[config.mk]
export PLATFORM = sky130hd
export DESIGN_NAME = sync_fifo_core_flat
export DESIGN_NICKNAME = d
export VERILOG_FILES = /design/src/rtl/sync_fifo_core_if.sv /design/src/rtl/sync_fifo_core.sv /design/src/flat_wrapper.sv
export SDC_FILE = /design/constraint.sdc
export NUM_CORES = 1
export LEC_CHECK = 0
export CAP_MARGIN = 20
export CORE_MARGIN = 3
export CORE_UTILIZATION = 59
export CTS_CLUSTER_SIZE = 28
export DETAILED_ROUTE_END_ITERATION = 8
export GPL_TIMING_DRIVEN = 1
export PLACE_DENSITY = 0.85
export SYNTH_ARGS = -nofsm -noshare
export SYNTH_HDL_FRONTEND = slang
export SYNTH_SLANG_ARGS = --single-unit
[constraint.sdc]
create_clock -name i_clk -period 2.7 [get_ports i_clk]
set_clock_uncertainty 0.2 [all_clocks]
set_input_delay 0.405 -clock i_clk [delete_from_list [all_inputs] [get_ports i_clk]]
set_output_delay 0.405 -clock i_clk [all_outputs]
set_load 0.03 [all_outputs]
[src/rtl/sync_fifo_core_if.sv]
// Purpose: write/read handshake and status bundle for sync_fifo_core.
// Signals:
//   i_wen/i_wdata  write request and data         (master -> fifo)
//   i_ren          read request                   (master -> fifo)
//   o_rdata/o_rvalid registered read data + valid (fifo -> master)
//   o_empty/o_full/o_afull/o_count  occupancy     (fifo -> master)
//   o_wr_err/o_rd_err  rejected-request pulses    (fifo -> master)
interface sync_fifo_core_if #(
    parameter int unsigned DATA_W = 8,
    parameter int unsigned ADDR_W = 4
);
    logic              i_wen;
    logic [DATA_W-1:0] i_wdata;
    logic              i_ren;
    logic [DATA_W-1:0] o_rdata;
    logic              o_rvalid;
    logic              o_empty;
    logic              o_full;
    logic              o_afull;
    logic [ADDR_W:0]   o_count;
    logic              o_wr_err;
    logic              o_rd_err;

    modport master (
        output i_wen, i_wdata, i_ren,
        input  o_rdata, o_rvalid, o_empty, o_full, o_afull, o_count,
               o_wr_err, o_rd_err
    );

    modport slave (
        input  i_wen, i_wdata, i_ren,
        output o_rdata, o_rvalid, o_empty, o_full, o_afull, o_count,
               o_wr_err, o_rd_err
    );
endinterface

[src/rtl/sync_fifo_core.sv]
// Purpose: single-clock FIFO, 2**ADDR_W x DATA_W register storage, wrap-bit
//          pointers, registered status flags and one-cycle error pulses.
// Ports:
//   i_clk   clock, all state updates on rising edge
//   i_rest  asynchronous active-low reset
//   bus     sync_fifo_core_if slave: write/read handshake and status
module sync_fifo_core #(
    parameter int unsigned DATA_W   = 8,
    parameter int unsigned ADDR_W   = 4,
    parameter int unsigned AF_LEVEL = 12
) (
    input  logic             i_clk,
    input  logic             i_rest,
    sync_fifo_core_if.slave  bus
);
    localparam int unsigned PTR_W = ADDR_W + 1;
    localparam int unsigned DEPTH = 2 ** ADDR_W;

    logic [DATA_W-1:0] r_mem [DEPTH];
    logic [PTR_W-1:0]  r_wptr;
    logic [PTR_W-1:0]  r_rptr;
    logic [PTR_W-1:0]  r_count;
    logic              r_empty;
    logic              r_full;
    logic              r_afull;
    logic              r_rvalid;
    logic [DATA_W-1:0] r_rdata;
    logic              r_wr_err;
    logic              r_rd_err;

    logic              w_wr_acc;
    logic              w_rd_acc;
    logic [PTR_W-1:0]  w_wptr_nxt;
    logic [PTR_W-1:0]  w_rptr_nxt;
    logic [PTR_W-1:0]  w_count_nxt;

    // Acceptance is judged on the registered (pre-edge) flags.
    assign w_wr_acc    = bus.i_wen & ~r_full;
    assign w_rd_acc    = bus.i_ren & ~r_empty;
    assign w_wptr_nxt  = r_wptr + PTR_W'(w_wr_acc);
    assign w_rptr_nxt  = r_rptr + PTR_W'(w_rd_acc);
    assign w_count_nxt = r_count + PTR_W'(w_wr_acc) - PTR_W'(w_rd_acc);

    // Storage is not reset; stale words are unreachable once pointers clear.
    always_ff @(posedge i_clk) begin
        if (w_wr_acc) begin
            r_mem[r_wptr[ADDR_W-1:0]] <= bus.i_wdata;
        end
    end

    // Pointers, occupancy and flags; flags derive from next-state pointers
    // so they are valid the cycle after the causing edge.
    always_ff @(posedge i_clk or negedge i_rest) begin
        if (!i_rest) begin
            r_wptr   <= '0;
            r_rptr   <= '0;
            r_count  <= '0;
            r_empty  <= 1'b1;
            r_full   <= 1'b0;
            r_afull  <= 1'b0;
            r_rvalid <= 1'b0;
            r_rdata  <= '0;
            r_wr_err <= 1'b0;
            r_rd_err <= 1'b0;
        end else begin
            r_wptr   <= w_wptr_nxt;
            r_rptr   <= w_rptr_nxt;
            r_count  <= w_count_nxt;
            r_empty  <= (w_wptr_nxt == w_rptr_nxt);
            r_full   <= (w_wptr_nxt == {~w_rptr_nxt[ADDR_W], w_rptr_nxt[ADDR_W-1:0]});
            r_afull  <= (w_count_nxt >= PTR_W'(AF_LEVEL));
            r_rvalid <= w_rd_acc;
            r_wr_err <= bus.i_wen & r_full;
            r_rd_err <= bus.i_ren & r_empty;
            if (w_rd_acc) begin
                r_rdata <= r_mem[r_rptr[ADDR_W-1:0]];
            end
        end
    end

    assign bus.o_rdata  = r_rdata;
    assign bus.o_rvalid = r_rvalid;
    assign bus.o_empty  = r_empty;
    assign bus.o_full   = r_full;
    assign bus.o_afull  = r_afull;
    assign bus.o_count  = r_count;
    assign bus.o_wr_err = r_wr_err;
    assign bus.o_rd_err = r_rd_err;
endmodule
[src/flat_wrapper.sv]
// flat-port wrapper written by rule: the top's interface ports become plain ports
module sync_fifo_core_flat 
#(
    parameter int unsigned DATA_W   = 8,
    parameter int unsigned ADDR_W   = 4,
    parameter int unsigned AF_LEVEL = 12
)
  (i_clk, i_rest, bus_i_wen, bus_i_wdata, bus_i_ren, bus_o_rdata, bus_o_rvalid, bus_o_empty, bus_o_full, bus_o_afull, bus_o_count, bus_o_wr_err, bus_o_rd_err);
  sync_fifo_core_if #(.DATA_W(DATA_W), .ADDR_W(ADDR_W)) bus_i ();
  input  logic i_clk;
  input  logic i_rest;
  input wire logic [$bits(bus_i.i_wen)-1:0] bus_i_wen;
  input wire logic [$bits(bus_i.i_wdata)-1:0] bus_i_wdata;
  input wire logic [$bits(bus_i.i_ren)-1:0] bus_i_ren;
  output wire logic [$bits(bus_i.o_rdata)-1:0] bus_o_rdata;
  output wire logic [$bits(bus_i.o_rvalid)-1:0] bus_o_rvalid;
  output wire logic [$bits(bus_i.o_empty)-1:0] bus_o_empty;
  output wire logic [$bits(bus_i.o_full)-1:0] bus_o_full;
  output wire logic [$bits(bus_i.o_afull)-1:0] bus_o_afull;
  output wire logic [$bits(bus_i.o_count)-1:0] bus_o_count;
  output wire logic [$bits(bus_i.o_wr_err)-1:0] bus_o_wr_err;
  output wire logic [$bits(bus_i.o_rd_err)-1:0] bus_o_rd_err;
  assign bus_i.i_wen = bus_i_wen;
  assign bus_i.i_wdata = bus_i_wdata;
  assign bus_i.i_ren = bus_i_ren;
  assign bus_o_rdata = bus_i.o_rdata;
  assign bus_o_rvalid = bus_i.o_rvalid;
  assign bus_o_empty = bus_i.o_empty;
  assign bus_o_full = bus_i.o_full;
  assign bus_o_afull = bus_i.o_afull;
  assign bus_o_count = bus_i.o_count;
  assign bus_o_wr_err = bus_i.o_wr_err;
  assign bus_o_rd_err = bus_i.o_rd_err;
  sync_fifo_core #(.DATA_W(DATA_W), .ADDR_W(ADDR_W), .AF_LEVEL(AF_LEVEL)) u_core (.i_clk(i_clk), .i_rest(i_rest), .bus(bus_i));
endmodule
# Yosys cells after proc, flatten, opt, wreduce, memory -nomap -nowiden
# Memory sizes are Yosys's and may differ from the RTL's. A register that Yosys moved wholly into a read port is not among the register bits.
# Index checks and enable logic that the tools add are counted.
[word_totals]
register_bits = 21
ramBits = 128
inputBits = 12
out_inout_bits = 19
word_cells = 27
memories = 1
[memory_table]
columns = ["memory", "words", "word_bits", "read_ports", "rd_ports_with_merged_regs", "wr", "line", "source"]
rows = [
  ["u_core.r_mem", 16, 8, 1, 1, 1, "sync_fifo_core.sv:19", "logic [DATA_W-1:0] r_mem [DEPTH];"],
]
[op_classes]
n_addsub = 4
n_lt_le_gt_ge = 1
n_eq_ne = 2
n_mux = 2
bitwise = 7
n_reduce_logical = 1
[op_table]
columns = ["cell", "n"]
rows = [
  ["5-bit by 1-bit adder with 5-bit output", 3],
  ["5-bit == test", 2],
  ["5-bit by 4-bit greater-or-equal comparator with 1-bit output, second input constant", 1],
  ["5-bit by 1-bit subtractor with 5-bit output", 1],
  ["1-bit AND", 4],
  ["1-bit NOT", 3],
  ["1-bit two-way mux", 2],
  ["1-bit zero test", 1],
]

# Depth between registers and ports, before layout
[depth]
ltp_word = 5
depth_mapped = 11
mapped_depth_nobuf = 9

# Worst setup path after synthesis
# OpenSTA, ideal clock, no wires.
[synth_path]
path_kind = "flip-flop to flip-flop"
start = "register u_core.r_empty (netlist: u_core.bus.o_empty)"
end = "register u_core.r_full (netlist: u_core.bus.o_full)"
setup_ps = 88
arrival_time_ps = 2244
required_ps = 2412
path_slack_ps = 168
stages_incl_launch_ff = 10
n_path_buf = 2
synth_period_minus_slack_ps = 2532
path_cell_list = "dfstp_2 -> nor2b_1 -> clkbuf_1 -> buf_2 -> and2_1 -> ha_1 -> xor2_1 -> xor2_1 -> or3_1 -> nor3b_1"
[synth_between]
elab_cells_between_ends = 5
classes_between = "add/sub (1); eq/ne (1); bitwise (3)"
[synth_lines]
columns = ["item", "line", "source"]
rows = [
  ["start, declared", "sync_fifo_core.sv:23", "logic r_empty;"],
  ["start signal, assigned", "sync_fifo_core.sv:69", "r_empty <= (w_wptr_nxt == w_rptr_nxt);"],
  ["1-bit NOT", "sync_fifo_core.sv:39", "assign w_rd_acc = bus.i_ren & ~r_empty;"],
  ["1-bit AND", "sync_fifo_core.sv:39", ""],
  ["via u_core.w_rd_acc", "sync_fifo_core.sv:32", "logic w_rd_acc;"],
  ["5-bit by 1-bit adder with 5-bit output", "sync_fifo_core.sv:41", "assign w_rptr_nxt = r_rptr + PTR_W'(w_rd_acc);"],
  ["via u_core.w_rptr_nxt[2]", "sync_fifo_core.sv:34", "logic [PTR_W-1:0] w_rptr_nxt;"],
  ["5-bit == test", "sync_fifo_core.sv:70", "r_full <= (w_wptr_nxt == {~w_rptr_nxt[ADDR_W], w_rptr_nxt[ADDR_W-1:0]});"],
  ["end signal, assigned", "sync_fifo_core.sv:70", ""],
  ["end, declared", "sync_fifo_core.sv:24", "logic r_full;"],
]
# The timed path passes the listed nets, and every way through them passes these cells.

# Final worst setup path
[layout_path]
start = "register u_core.r_full (netlist: u_core.bus.o_full)"
end = "register u_core.r_full (netlist: u_core.bus.o_full)"
[layout_between]
elab_chain_cells = 4
[layout_lines]
columns = ["item", "line", "source"]
rows = [
  ["1-bit NOT", "sync_fifo_core.sv:38", "assign w_wr_acc = bus.i_wen & ~r_full;"],
  ["1-bit AND", "sync_fifo_core.sv:38", ""],
  ["5-bit by 1-bit adder with 5-bit output", "sync_fifo_core.sv:40", "assign w_wptr_nxt = r_wptr + PTR_W'(w_wr_acc);"],
  ["via u_core.w_wptr_nxt[2]", "sync_fifo_core.sv:33", "logic [PTR_W-1:0] w_wptr_nxt;"],
  ["5-bit == test", "sync_fifo_core.sv:70", ""],
]
# The timed path passes the listed nets, and every way through them passes these cells.

==> flow_summary_export.csv <==
group,metric,value,unit
logic_synthesis,syn_area_per_cell,17.88,um2
worst_setup_path,rr_worst_depth,7,
worst_setup_path,startpoint,"u_core.bus.o_full$_DFF_PN0_",
detailed_routing,ant_nets,0,
logic_synthesis,async_flop_share,0.1847,
logic_synthesis,synth_seq_cells,157,
logic_synthesis,synthesis.area,0.006294,mm2
sta,period_share,0.8909,
clock_network,clock_latency,0.52,ns
worst_setup_path,timing.rr.end,"u_core.bus.o_full$_DFF_PN0_",
cells_and_area,layout_commonest_cell,"edfxtp_1",
clock_network,cts_resized,0,
clock_network,clock_path_buffers,2,
sta,holdWs,0.03990,ns
clock_network,clkTransAtPathRegs,0.07,ns
worst_setup_path,required,2.92,ns
sta,fin_crit,2.405,ns
clock_network,cts_setup_buffers,0,
worst_setup_path,reg2reg_from,"u_core.bus.o_full$_DFF_PN0_",
flow_run,max_cap_violations,0,
sta,relSlewSlack,0.5390,
worst_setup_path,criticalPathCategory,"flop to flop",
logic_synthesis,synthFlopType,"edfxtp_1",
detailed_routing,wl_per_cell,22.83,um
cells_and_area,final_nets,434,
floorplanning,initial_core_util,0.6069,
pwr,powerDensity,1172,mW/mm2
cells_and_area,final_layout_size_suffix_gt1_frac,0.1944,
detailed_routing,vias,3454,
global_route,grt_overflow,0,
sta,slew_violations,0,
floorplanning,rows,37,
cells_and_area,syn2layout_area_growth,18.95,%
worst_setup_path,reg2reg_slack,0.29,ns
cells_and_area,final_area,0.007486,mm2
sta,max_clock_freq,0.4157,GHz
detailed_routing,wl_met3,801,um
cells_and_area,final_cell_mix,"128 x edfxtp_1, 32 x mux2i_1, 30 x clkdlybuf4s50_1",
cells_and_area,multi_input_area,0.001588,mm2
logic_synthesis,seq_area_frac_synth,0.7262,
clock_network,htree_levels,4,
outcome,outcome,"finished clean",
logic_synthesis,syn_nets,372,
detailed_routing,drt-total-wl,12850,um
global_route,grt_pass1_vias,3516,
worst_setup_path,critical_path.max_fanout,3,
pwr,power,8.772,mW
cells_and_area,fillers,608,
clock_network,cts_sinks,157,
hold_path,hp-class,"primary input to async pin",
pwr,p_leak,2.755,nW
sta,rsz0062_at_grt,"no",
placement,placed_cell_area,0.006894,mm2
detailed_routing,highest_layer,"met4",
worst_setup_path,cp.arrival,2.63,ns
clock_network,hold_buffers,0,
placement,routabilityCongestion,0.8365,
worst_setup_path,endpoint,"u_core.bus.o_full$_DFF_PN0_",
placement,place_hpwl,7923,um
worst_setup_path,start_kind,"flop",
cells_and_area,layout.area.seq,0.004572,mm2
floorplanning,die_x,109.3,um
placement,io_buffers,30,
floorplanning,io_pins,31,
detailed_routing,drtIter0Drc,358,
global_route,grt_pass1_wl,19620,um
detailed_routing,drt-vias-per-instance,6.135,
floorplanning,die_area,0.01194,mm2
pwr,max-vdd-ir-drop,0.8641,mV
floorplanning,core_area,0.01037,mm2
clock_network,numCtsBuffers,17,
worst_setup_path,crit_path_end_kind,"flop",
clock_network,cts_tree,"done",
logic_synthesis,yosys_warnings,0,
global_route,grt_max_degree,34,
clock_network,root_buffer,"clkbuf_8",
detailed_routing,wl_met1,5268,um
global_route,grt_usage,0.2317,
floorplanning,die_h,109.3,um
sta,finalSetupViolations,0,
logic_synthesis,syn_inst,352,
logic_synthesis,synth-edff-count,128,
sta,hold_viol,0,
sta,fin_setup_tns,0,ns
logic_synthesis,ys_types,38,
sta,worst_pin_slew,0.6915,ns
detailed_routing,drc,0,
global_route,antenna_found_initial,0,
detailed_routing,wl_met2,6430,um
cells_and_area,diodes,0,
detailed_routing,dr.pass1.iters,5,
-- synthesized netlist by cell type (2+ instances only) --
master,count,area [um2]
mux4_2,8,180.2
and2_1,3,18.77
buf_2,8,40.04
xor3_1,2,47.55
inv_1,9,33.78
nor2_1,21,78.83
mux4_1,8,210.2
mux2_2,8,90.09
nand3b_1,2,15.01
xnor2_1,3,26.28
nor2b_1,3,18.77
nand3_1,4,20.02
ha_1,7,87.58
dfrtp_1,28,700.7
edfxtp_1,128,3844
xor2_1,11,96.34
nand2b_1,6,37.54
mux2i_1,32,320.3
a21oi_1,2,10.01
nor3_1,13,65.06
clkbuf_1,4,15.01
nand2_1,3,11.26
o22ai_1,21,131.4
buf_6,2,22.52
o22ai_2,3,37.54
-- state kept, by name, summed over array words and instances (netlist names) --
register / count
u_core.bus.o_full: 1
u_core.bus.o_wr_err: 1
u_core.r_mem: 128
u_core.r_wptr: 5
u_core.bus.o_count: 5
u_core.bus.o_rd_err: 1
u_core.bus.o_empty: 1
u_core.r_rptr: 5
u_core.bus.o_afull: 1
u_core.bus.o_rdata: 8
u_core.bus.o_rvalid: 1
-- layer usage --
metal / GRT usage / vias to the layer above
met4: 0.09706 / 0
met1: 0.3126 / 1756
li1: - / 1493
met2: 0.3728 / 177
met5: 0 / -
met3: 0.04618 / 28
-- how the worst min path moves through the flow --
stage          slack [ns]  cells past startpoint                      endpoint
6_report             0.04                      1    u_core.r_wptr[0]$_DFF_PN0_
5_1_grt              0.06                      1    u_core.r_rptr[4]$_DFF_PN0_
3_3_place_gp         0.29                      2    u_core.r_wptr[4]$_DFF_PN0_
4_1_cts              0.03                      1    u_core.r_wptr[0]$_DFF_PN0_
3_5_place_dp         0.30                      2    u_core.r_rptr[4]$_DFF_PN0_
2_1_floorplan       -0.09                      0  u_core.bus.o_afull$_DFF_PN0_
-- through the flow --
step                      std cells    util  worst slack (ns)
after global placement          531  0.6648          -0.04281
after CTS                       563  0.7219            0.2628
after floorplan                 352       -            0.1681
after global routing            563  0.7219            0.1256
after detailed placement        531  0.6648           -0.1855
final                           563  0.7219            0.2946
-- critical path, cell delays in order, from the launching register on --
cell and delay, ns:
dfrtp_1 0.40, nor2b_1 0.30, ha_1 0.28, ha_1 0.21, xor2_1 0.22, xor2_1 0.08
or3_1 0.37, nor3b_1 0.24
-- power by group --
group	switching, mW	internal [mW]
clock network	1.01	1.35
logic	1.67	1.37
registers	0.304	3.06
total	2.98	5.79
-- cell families after synthesis --
group / after synthesis / share of synthesized area
adder cells (fa/ha/maj): 8 / 0.01710
flip-flops: 157 / 0.7262
multiplexers: 56 / 0.1272
AND/OR/NAND/NOR: 61 / 0.04911
AO/OA/AOI/OAI: 29 / 0.03181
buffers and inverters: 25 / 0.02147
XOR/XNOR: 16 / 0.02704
-- cell type report --
class | instances | share of cell area
inverters | 9 | 0.004513
multi-input cells | 170 | 0.2121
flip-flops and latches | 157 | 0.6107
clock buffers | 17 | 0.05532
clock inverters | 15 | 0.02373
repair buffers | 59 | 0.07087
well taps | 136 | 0.02273
No activity file was read; power rests on OpenSTA's default activity.
